File: config.mk
export PLATFORM = sky130hd
export DESIGN_NAME = ex_muldiv
export DESIGN_NICKNAME = d
export VERILOG_FILES = /design/src/rtl/cpu_pkg.sv /design/src/rtl/div_step.sv /design/src/rtl/ex_muldiv.sv
export SDC_FILE = /design/constraint.sdc
export NUM_CORES = 1
export LEC_CHECK = 0
export BUFFER_PORTS_ARGS = -buffer_cell sky130_fd_sc_hd__buf_2
export CAP_MARGIN = 20
export CORE_MARGIN = 2
export CORE_UTILIZATION = 42
export CTS_BUF_LIST = sky130_fd_sc_hd__clkbuf_4 sky130_fd_sc_hd__clkbuf_8 sky130_fd_sc_hd__clkbuf_16
export DETAILED_ROUTE_END_ITERATION = 12
export PLACE_DENSITY = 0.68
export SLEW_MARGIN = 20
export SYNTH_ARGS = -nofsm -noshare
export SYNTH_HDL_FRONTEND = slang
export SYNTH_SLANG_ARGS = --single-unit
File: constraint.sdc
create_clock -name clk -period 6.9 [get_ports clk]
set_input_delay 1.035 -clock clk [delete_from_list [all_inputs] [get_ports clk]]
set_output_delay 1.035 -clock clk [all_outputs]
set_load 0.01 [all_outputs]
File: src/rtl/cpu_pkg.sv
// Shared CPU constants: multiply/divide op encodings, MDU FSM state codes,
// and the quotient returned on divide-by-zero.
// No ports; imported with `import cpu_pkg::*;`.
package cpu_pkg;

  // Multiply/divide op encodings (op[1] = signed, op[0] = divide)
  localparam logic [1:0] OP_MULTU = 2'b00;
  localparam logic [1:0] OP_DIVU  = 2'b01;
  localparam logic [1:0] OP_MULT  = 2'b10;
  localparam logic [1:0] OP_DIV   = 2'b11;

  // MDU FSM states
  localparam logic ST_IDLE = 1'b0;
  localparam logic ST_RUN  = 1'b1;

  // Quotient returned on divide-by-zero; wide enough for WIDTH up to 64
  localparam logic [63:0] DZ_QUOTIENT = '1;

endpackage

File: src/rtl/div_step.sv
// One restoring-division iteration: shift the next dividend bit into the
// partial remainder and subtract the divisor if it fits.
// Ports: rem_i/div_i/bit_i in, rem_o/q_o out (purely combinational).
module div_step #(
  parameter int WIDTH = 32
) (
  input  logic [WIDTH-1:0] rem_i,
  input  logic [WIDTH-1:0] div_i,
  input  logic             bit_i,
  output logic [WIDTH-1:0] rem_o,
  output logic             q_o
);

  logic [WIDTH:0] shifted;
  logic [WIDTH:0] diff;

  assign shifted = {rem_i, bit_i};
  assign diff    = shifted - {1'b0, div_i};
  // Compare rather than use the borrow bit: with a zero divisor the partial
  // remainder is not bounded by the divisor, so the shifted value can exceed
  // 2^WIDTH and the borrow would lie. This way a zero divisor yields an
  // all-ones quotient and the remainder ends up equal to the dividend.
  assign q_o     = (shifted >= {1'b0, div_i});
  assign rem_o   = q_o ? diff[WIDTH-1:0] : shifted[WIDTH-1:0];

endmodule

File: src/rtl/ex_muldiv.sv
// Iterative EX-stage multiply/divide unit owning HI/LO. One bit per cycle,
// WIDTH RUN cycles per op; busy stalls the pipeline, done pulses at completion.
// Ports: clk, reset (async high), start/op/x/y request, flush abort,
//        hi_we/lo_we/wdata for MTHI/MTLO, busy/done/dz status, hi/lo results.
// Optional: define MDU_SIGNED_EN to make op[1] select signed MULT/DIV.
module ex_muldiv
  import cpu_pkg::*;
#(
  parameter int WIDTH = 32,
  parameter int CNT_W = 6
) (
  input  logic             clk,
  input  logic             reset,
  input  logic             start,
  input  logic [1:0]       op,
  input  logic [WIDTH-1:0] x,
  input  logic [WIDTH-1:0] y,
  input  logic             flush,
  input  logic             hi_we,
  input  logic             lo_we,
  input  logic [WIDTH-1:0] wdata,
  output logic             busy,
  output logic             done,
  output logic             dz,
  output logic [WIDTH-1:0] hi,
  output logic [WIDTH-1:0] lo
);

  logic             state_q, state_d;
  logic [CNT_W-1:0] cnt_q, cnt_d;
  logic             is_div_q, is_div_d;
  logic [WIDTH-1:0] m_q, m_d;      // multiplicand or divisor magnitude
  logic [WIDTH-1:0] acc_q, acc_d;  // product high half / partial remainder
  logic [WIDTH-1:0] sh_q, sh_d;    // multiplier->product low / dividend->quotient
  logic [WIDTH-1:0] hi_q, hi_d, lo_q, lo_d;
  logic             dz_q, dz_d, done_q, done_d;

  logic [WIDTH-1:0] x_mag, y_mag;
  logic [WIDTH-1:0] acc_n, sh_n, res_hi, res_lo;
  logic [WIDTH:0]   mul_sum;
  logic [WIDTH-1:0] drem;
  logic             dq;
  logic             last, res_dz;

`ifdef MDU_SIGNED_EN
  logic x_neg, y_neg;
  logic neg_res_q, neg_res_d, neg_rem_q, neg_rem_d;
  logic [2*WIDTH-1:0] prod;
  assign x_neg = op[1] & x[WIDTH-1];
  assign y_neg = op[1] & y[WIDTH-1];
  assign x_mag = x_neg ? -x : x;
  assign y_mag = y_neg ? -y : y;
`else
  logic unused_op1;
  assign unused_op1 = op[1];
  assign x_mag = x;
  assign y_mag = y;
`endif

  div_step #(.WIDTH(WIDTH)) u_div_step (
    .rem_i (acc_q),
    .div_i (m_q),
    .bit_i (sh_q[WIDTH-1]),
    .rem_o (drem),
    .q_o   (dq)
  );

  // Shift-add: add multiplicand into the high half when the multiplier LSB is
  // set, then shift the whole {carry, acc, sh} right by one.
  assign mul_sum = {1'b0, acc_q} + (sh_q[0] ? {1'b0, m_q} : '0);

  always_comb begin
    if (is_div_q) begin
      acc_n = drem;
      sh_n  = {sh_q[WIDTH-2:0], dq};
    end else begin
      acc_n = mul_sum[WIDTH:1];
      sh_n  = {mul_sum[0], sh_q[WIDTH-1:1]};
    end
  end

  assign last   = (cnt_q == CNT_W'(WIDTH - 1));
  assign res_dz = is_div_q && (m_q == '0);

  // Completion-cycle result, including sign fix-up when enabled
  always_comb begin
    res_hi = acc_n;
    res_lo = sh_n;
`ifdef MDU_SIGNED_EN
    prod = {acc_n, sh_n};
    if (is_div_q) begin
      if (neg_res_q) res_lo = -sh_n;
      if (neg_rem_q) res_hi = -acc_n;
    end else if (neg_res_q) begin
      prod   = -prod;
      res_hi = prod[2*WIDTH-1:WIDTH];
      res_lo = prod[WIDTH-1:0];
    end
`endif
    // Remainder already equals the original dividend on divide-by-zero
    if (res_dz) res_lo = DZ_QUOTIENT[WIDTH-1:0];
  end

  always_comb begin
    state_d  = state_q;
    cnt_d    = cnt_q;
    is_div_d = is_div_q;
    m_d      = m_q;
    acc_d    = acc_q;
    sh_d     = sh_q;
    hi_d     = hi_q;
    lo_d     = lo_q;
    dz_d     = dz_q;
    done_d   = 1'b0;
`ifdef MDU_SIGNED_EN
    neg_res_d = neg_res_q;
    neg_rem_d = neg_rem_q;
`endif
    case (state_q)
      ST_IDLE: begin
        if (hi_we) hi_d = wdata;
        if (lo_we) lo_d = wdata;
        if (start && !flush) begin
          state_d  = ST_RUN;
          cnt_d    = '0;
          is_div_d = op[0];
          m_d      = op[0] ? y_mag : x_mag;
          acc_d    = '0;
          sh_d     = op[0] ? x_mag : y_mag;
`ifdef MDU_SIGNED_EN
          neg_res_d = x_neg ^ y_neg;
          neg_rem_d = x_neg;
`endif
        end
      end
      default: begin
        if (flush) begin
          state_d = ST_IDLE;
        end else begin
          cnt_d = cnt_q + CNT_W'(1);
          acc_d = acc_n;
          sh_d  = sh_n;
          if (last) begin
            state_d = ST_IDLE;
            hi_d    = res_hi;
            lo_d    = res_lo;
            dz_d    = res_dz;
            done_d  = 1'b1;
          end
        end
      end
    endcase
  end

  always_ff @(posedge clk or posedge reset) begin
    if (reset) begin
      state_q  <= ST_IDLE;
      cnt_q    <= '0;
      is_div_q <= 1'b0;
      m_q      <= '0;
      acc_q    <= '0;
      sh_q     <= '0;
      hi_q     <= '0;
      lo_q     <= '0;
      dz_q     <= 1'b0;
      done_q   <= 1'b0;
`ifdef MDU_SIGNED_EN
      neg_res_q <= 1'b0;
      neg_rem_q <= 1'b0;
`endif
    end else begin
      state_q  <= state_d;
      cnt_q    <= cnt_d;
      is_div_q <= is_div_d;
      m_q      <= m_d;
      acc_q    <= acc_d;
      sh_q     <= sh_d;
      hi_q     <= hi_d;
      lo_q     <= lo_d;
      dz_q     <= dz_d;
      done_q   <= done_d;
`ifdef MDU_SIGNED_EN
      neg_res_q <= neg_res_d;
      neg_rem_q <= neg_rem_d;
`endif
    end
  end

  assign busy = (state_q == ST_RUN);
  assign done = done_q;
  assign dz   = dz_q;
  assign hi   = hi_q;
  assign lo   = lo_q;

endmodule
==> key figures, run 1 <==
Worst setup path
  • CP startpoint kind: flip-flop
  • Reg2reg path depth: 12
  • Crit path DAT: 4570 ps
  • Kind of critical path: reg2reg
  • Crit path capture type: flip-flop
  • CP Max Fanout: 20
  • Required @ worst endpoint: 7170 ps
  • Reg2reg start: m_q[26]
  • R2r setup slk: 2600 ps
  • Worst R2R End: acc_q[12]

Global routing
  • Grt peak-use layer: met2
  • Met2 Usage GRT: 38.6%
  • Largest net degree at the start of global routing: 102
  • Met1 Use GR: 38.2%
  • Gr usage total: 26.0%
  • First-pass GRT wire length: 63,700 µm
  • Initial antenna violation count: 3
  • Grt met3 use: 5.29%
  • GRT overflow: 0
  • Number of global-route vias before repair: 11,200

Clock network
  • Clk sink count: 170
  • Post-CTS Setup Inserts: 0
  • Clock Tree Root: clkbuf_16
  • Post-cts resize count: 0
  • Clk_lat worst skew: 430 ps
  • Clock transition at path regs: 70 ps
  • Hold buffers post-CTS: 0
  • CTS tree: done
  • CTS max path bufs: 2
  • Htree depth: 4
  • CTS Buf Count: 17

Drt
  • Drt total wl: 41,000 µm
  • Wire per inst: 20.3 µm
  • Vias: 12,000
  • Detailed Routing Iterations Pass 1: 7
  • Residual DRC: 0
  • DR vias/cell: 5.94
  • Antenna-violating nets left: 0
  • Initial DRC Count: 946

Finish
  • Final Cell Area: 14,300 µm²
  • Total inserted antenna cells: 0
  • Area of the multi-input gates: 7800 µm²
  • Non-Filler Instances: 2,016
  • Area Growth Syn to Fin: 12.6%
  • Register area: 4260 µm²
  • Share of post-route cells with drive strength above 1: 17.3%
  • Filler cell count: 2,880
  • Nets@finish: 1,786

Synth
  • Synthesized area per cell: 8.37 µm²
  • Post-synth ARST share: 100%
  • Primary FF master, synth: dfrtp_1
  • Distinct cells, synth: 78
  • Synth area leader: dfrtp_1
  • Sequential area share after synthesis: 33.6%
  • Synth Instances: 1,514
  • Number of flops mapped to enable cells by yosys: 0
  • Syn nets: 1,685
  • Yosys warning total: 0
  • Count leader, synth: nand2_1
  • #FFs+latches synth: 170
  • Most frequent cells after synthesis: nand2_1, dfrtp_1, o21ai_0, a21oi_1, nor2_1
  • Synth Cell Area: 12,700 µm²
  • Area share of the leading cell type in the synthesized netlist: 33.6%
  • Top post-synthesis cells by area: dfrtp_1, ha_1, mux2i_1, o21ai_0, nand2_1

Placed design
  • # placed instances: 1,986
  • Final GP Congestion: 0.957
  • Setup WS pre-CTS: 2620 ps
  • PortBufs: 169
  • DP Wirelength: 30,800 µm
  • Post-DP Area: 13,700 µm²

Floorplan
  • Die Area: 31,600 µm²
  • Die width: 178 µm
  • # rows: 63
  • Starting Density: 42.7%
  • Die Y-Extent: 178 µm
  • Core area: 29,700 µm²
  • I/O pins: 171

STA
  • Worst Clk Skew: 8.64 ps
  • Setup violators final: 0
  • Fin crit period: 4300 ps
  • Worst slew margin: 30.7%
  • Highest Clock Rate: 0.233 GHz
  • Worst slew pin tran: 1040 ps
  • Setup TNS: 0 ps
  • RSZ-0062 raised after global routing: no
  • Hold Violations, Final: 0
  • Final period util: 62.3%
  • Setup WS post-layout: 2600 ps
  • Final Slew Violations: 0

Flow run
  • Max-cap violation count: 0

Pwr
  • Max VDD drop: 0.176 mV
  • PD cells: 333 nW/µm²
  • Leakage: 6.79 nW

Status
  • Run status: completed

Min path
  • Hold WC Path Type: reg2reg
  • WHS Endpoint: lo[27]
  • Hold Path Origin: lo[27]
  • Worst Hold Depth: 2
-- cell type report --
class                           instances  share of cell area (%)
Clock inverter                         12                   0.999
Multi-Input combinational cell       1191                    54.6
Sequential cell                       170                    29.8
Inverter                               51                    1.38
Tap cell                              390                    3.42
Timing Repair Buffer                  184                    6.73
Clock buffer                           18                    3.03
-- sequential cells by signal, summed over array words and instances, names as in the netlist, 6 cells and up --
register	cells
hi	32
lo	32
sh_q	32
acc_q	32
m_q	32
cnt_q	6
-- layer usage --
metal / up-vias / share of wire (%) / wire length [µm]
met5: - / 0.066 / 27
met2: 444 / 44 / 17900
met3: 53 / 7.5 / 3090
met4: 4 / 2.0 / 807
li1: 5682 / - / -
met1: 5792 / 47 / 19100
-- through the flow --
step / power [mW] / utilization (%) / hold WS, ps
after global placement: 3.72 / 46.1 / 452
final: 4.76 / 48.1 / 484
after CTS: 4.74 / 48.1 / 487
after floorplan: 3.09 / - / 450
after global routing: 5.07 / 48.1 / 512
after detailed placement: 3.74 / 46.1 / 470
-- critical path, stage by stage, from the launching register on --
cell and delay, ps:
dfrtp_1 430, inv_1 60, ha_1 440, and4_1 290, nand2_1 90, nor3_1 440
a31oi_1 230, o21ai_1 270, a21o_1 530, buf_4 410, mux2_2 380, o21ai_0 420
o21ai_0 140
-- power breakdown --
part           leakage, nW  switching (mW)  total [mW]  internal, mW
clock                0.280           0.438       0.978         0.541
combinational         4.44            1.40        2.30         0.901
sequential            2.06           0.265        1.48          1.22
total                 6.79            2.10        4.76          2.66
-- logic make-up after synthesis --
kind of cell | after synthesis | share of synthesized area, %
mux | 117 | 9.62
simple gates | 463 | 17.1
buf+inv | 153 | 5.14
flops | 170 | 33.6
compound gates | 491 | 24.2
fa+ha+maj | 67 | 6.73
xor+xnor | 53 | 3.66
-- worst max path at each step --
stage          startpoint        end  slack (ps)  cells past startpoint
5_1_grt           m_q[26]  acc_q[12]        2380                     12
6_report          m_q[26]  acc_q[12]        2600                     12
2_1_floorplan       reset   acc_q[0]        1260                      1
4_1_cts           sh_q[0]  acc_q[24]        2590                     11
3_3_place_gp      sh_q[0]  acc_q[27]        2650                     12
3_5_place_dp      sh_q[0]  acc_q[24]        2620                     11
-- cell usage in the layout, fill, tap and decap left out, types with 5 or more instances in the layout --
| master | netlist | final |
|---|---|---|
| o31ai_1 | 8 | 8 |
| nor2_1 | 102 | 102 |
| ha_1 | 65 | 65 |
| or3_1 | 18 | 18 |
| mux2i_1 | 78 | 78 |
| o21bai_1 | 9 | 9 |
| o21ai_1 | 7 | 7 |
| dfrtp_1 | 170 | 167 |
| o211ai_1 | 8 | 8 |
| and3_1 | 27 | 26 |
| o21ai_0 | 151 | 150 |
| a22o_1 | 17 | 17 |
| nand4_1 | 9 | 9 |
| a21o_1 | 25 | 25 |
| nor2b_1 | 6 | 6 |
| xor2_1 | 22 | 22 |
| nand2_1 | 181 | 181 |
| mux2_2 | 38 | 38 |
| nand2b_1 | 9 | 9 |
| o21a_1 | 12 | 12 |
| buf_2 | 17 | 168 |
| inv_1 | 49 | 48 |
| nor4_1 | 10 | 10 |
| a221o_1 | 11 | 11 |
| and2_1 | 35 | 35 |
| nand3_1 | 27 | 27 |
| a31oi_1 | 19 | 19 |
| and4_1 | 8 | 8 |
| clkbuf_16 | 0 | 17 |
| buf_4 | 1 | 16 |
| nor3_1 | 18 | 18 |
| a21oi_1 | 127 | 126 |
| a211oi_1 | 14 | 14 |
| o22ai_1 | 34 | 34 |
| xnor2_1 | 31 | 31 |
| a31o_2 | 5 | 5 |
Power figures use the tool's default switching activity.
==> inputs of run 2 (changes only) <==
- ABC_AREA: unset -> 1
- PLACE_DENSITY: 0.68 -> 0.7
- clock period: 6.9 -> 3.6 ns (I/O delays scaled with it)
==> key figures, run 2 <==
Pwr
  • PD cells: 788 nW/µm² (+140%)
  • Sequential Power Share: 24.6% (-6.6 points)
  • Logic pwr share: 60.1% (+12 points)
  • Max VDD drop: 0.434 mV (+150%)
  • Power Total: 12.4 mW (+160%)
  • Leakage: 8.54 nW (+26%)
  • Sw Ratio: 51.7% (+7.6 points)
  • P_int: 5.98 mW (+120%)
  • Sw Pwr: 6.41 mW (+210%)
  • Clock share of power: 15.2% (-5.4 points)

STA
  • Worst slew pin tran: 876 ps (-164 ps)
  • Setup TNS: 0 ps (unchanged)
  • Worst slew margin: 41.6% (+11 points)
  • Final Slew Violations: 0 (unchanged)
  • Worst Clk Skew: 14.8 ps (+6.12 ps)
  • Hold Violations, Final: 0 (unchanged)
  • Fin crit period: 3140 ps (-1160 ps)
  • RSZ-0062 raised after global routing: no
  • Final period util: 87.3% (+25 points)
  • Setup violators final: 0 (unchanged)
  • Highest Clock Rate: 0.318 GHz (+37%)

Synth
  • Sequential area share after synthesis: 30.9% (-2.7 points)
  • #FFs+latches synth: 170 (unchanged)
  • Synth Cell Area: 13,800 µm² (+8.7%)
  • Post-synth ARST share: 100% (unchanged)
  • Synth Instances: 2,185 (+44%)
  • Top post-synthesis cells by area: dfrtp_1, nand2_1, nor2_1, inv_1, ha_1
  • Count leader, synth: nand2_1
  • Distinct cells, synth: 48 (-38%)
  • Primary FF master, synth: dfrtp_1
  • Synthesized area per cell: 6.31 µm² (-25%)
  • Yosys warning total: 0 (unchanged)
  • Area share of the leading cell type in the synthesized netlist: 30.9% (-2.7 points)
  • Most frequent cells after synthesis: nand2_1, nor2_1, inv_1, dfrtp_1, a21oi_1
  • Synth area leader: dfrtp_1
  • Syn nets: 2,356 (+40%)
  • Number of flops mapped to enable cells by yosys: 0 (unchanged)

Drt
  • Residual DRC: 0 (unchanged)
  • Wire per inst: 18.0 µm (-12%)
  • Vias: 14,800 (+24%)
  • Detailed Routing Iterations Pass 1: 8 (+1)
  • DR vias/cell: 5.33 (-10%)
  • Drt total wl: 49,900 µm (+22%)
  • Antenna-violating nets left: 0 (unchanged)
  • Initial DRC Count: 1,221 (+29%)

Finish
  • Share of post-route cells with drive strength above 1: 13.6% (-3.7 points)
  • Area of the multi-input gates: 7970 µm² (+2.2%)
  • Layout Utilization: 48.4% (+0.37 points)
  • Commonest non-fill, non-tap cell in the layout: nand2_1
  • Final Cell Area: 15,700 µm² (+10%)
  • Nets@finish: 2,492 (+40%)
  • Total inserted antenna cells: 0 (unchanged)
  • Area Growth Syn to Fin: 14.1%
  • Filler cell count: 3,359 (+17%)
  • Register area: 4260 µm² (about the same)
  • Commonest non-fill, non-tap cells in the layout: nand2_1, nor2_1, inv_1

Worst setup path
  • Bufs and invs on worst path: 1 (-1)
  • Crit path DAT: 3500 ps (-1070 ps)
  • Required @ worst endpoint: 3960 ps (-3210 ps)
  • CP startpoint kind: flip-flop
  • Slowest Stage Delay on Critical Path: 450 ps (-80 ps)
  • Crit path capture type: flip-flop
  • CP Max Fanout: 26 (+30%)
  • Kind of critical path: reg2reg
  • Top Family by Delay on Critical Path: simple AND/OR/NAND/NOR gates
  • Cell Chain, Critical Path: inv_1, ha_1, nand2_2, nor2_4, nand2_1, nor2_2, nand2_1, nand2_2, nor2_8, nand2_4, nor2_8, nand2_1, nand3_1, nand2_1, o21ai_0
  • CP dominant cell by count: nand2_1
  • Critical path's slowest cell: nor2_8

Clock network
  • Hold buffers post-CTS: 0 (unchanged)
  • CTS tree: done
  • Post-cts resize count: 0 (unchanged)
  • Clk_lat worst skew: 450 ps (+20 ps)
  • Clk sink count: 170 (unchanged)
  • Post-CTS Setup Inserts: 0 (unchanged)
  • Clock Tree Root: clkbuf_16
  • CTS max path bufs: 2 (unchanged)
  • Clock transition at path regs: 70 ps (about the same)
  • Htree depth: 4 (unchanged)
  • CTS Buf Count: 17 (unchanged)

Global routing
  • First-pass GRT wire length: 77,200 µm (+21%)
  • Number of global-route vias before repair: 13,900 (+25%)
  • Initial antenna violation count: 0 (-3)
  • Gr usage total: 29.6% (+3.6 points)
  • Largest net degree at the start of global routing: 78 (-24%)
  • GRT overflow: 0 (unchanged)

Placed design
  • DP Wirelength: 39,000 µm (+26%)
  • Final GP Congestion: 1.01 (+5.0%)
  • Post-DP Area: 15,100 µm² (+10%)
  • PortBufs: 169 (unchanged)

Floorplan
  • Starting Density: 42.5% (-0.21 points)
  • # rows: 66 (+4.8%)
  • I/O pins: 171 (unchanged)
  • Die Area: 34,300 µm² (+8.5%)
  • Core area: 32,500 µm² (+9.2%)
  • Die width: 185 µm (+4.1%)
  • Die Y-Extent: 185 µm (+4.1%)

Min path
  • Hold WC Path Type: in2async

Status
  • Run status: completed

Flow run
  • Max-cap violation count: 0 (unchanged)
## run 2: cell count changes after synthesis, sizes merged, moves of 31 or more
cell,previous run,this run
a21oi,128,171
and2,35,4
inv,50,324
mux2,39,0
mux2i,78,0
nand2,182,600
nand3,27,120
nor2,102,373
o211ai,8,59
o22ai,34,1
## run 2: worst paths after layout
check	from	endpoint	slack, ps	cells past startpoint
hold reg to reg	cnt_q[0]	cnt_q[0]	520	1
max in group asynchronous	reset	acc_q[5]	2620	3
setup reg to reg	m_q[19]	acc_q[21]	460	15
hold / removal	reset	lo[15]	170	2
setup / recovery	m_q[19]	acc_q[21]	460	15
min in group clk	x[10]	m_q[10]	360	3
## run 2: routing by layer
layer  wire [µm]  track usage, %  part of all wire (%)
met1       23100            42.3                    46
met3        3770            4.78                   7.5
met4        1170            9.24                   2.3
met5           0               0                     0
met2       21900            45.8                    44
## run 2: power by group through the flow
stage	registers, mW	clock network (mW)	logic (mW)
floorplan	2.96	0	5.13
global placement	3.04	0	7.25
detailed placement	3.05	0	7.31
CTS	3.02	1.92	7.35
global route	3.11	1.98	8.33
finish	3.05	1.89	7.45
## run 2: stage by stage
step / std cells / hold WS [ps] / worst slack (ps)
4_1_cts: 2775 / 168 / 553
3_5_place_dp: 2743 / 508 / 581
6_report: 2776 / 174 / 459
2_1_floorplan: 2185 / 471 / 891
5_1_grt: 2776 / 220 / 265
3_3_place_gp: 2742 / 479 / 646
## run 2: final cells by class
cell class	count	share of cell area, %
Inverter	325	7.79
Timing Repair Buffer	196	7.12
Clock inverter	10	0.677
Tap cell	442	3.52
Multi-Input combinational cell	1611	50.7
Clock buffer	22	3.11
Sequential cell	170	27.1
## run 2: worst register-to-register path, cell delays in order (launching register included)
cell	delay [ps]
dfrtp_1	380
inv_1	210
ha_1	370
nand2_2	160
nor2_4	50
nand2_1	90
nor2_2	50
nand2_1	130
nand2_2	110
nor2_8	180
nand2_4	160
nor2_8	450
nand2_1	180
nand3_1	230
nand2_1	110
o21ai_0	190
## run 2: logic make-up after synthesis
family | Yosys count | share of synthesized area (%)
DFF | 170 | 30.9
xor gates and xnor gates | 16 | 1.02
buffers and inverters | 404 | 11.4
adders and majority gates | 67 | 6.19
and+or+nand+nor | 1144 | 34.6
AOI/OAI and AO/OA | 384 | 15.9
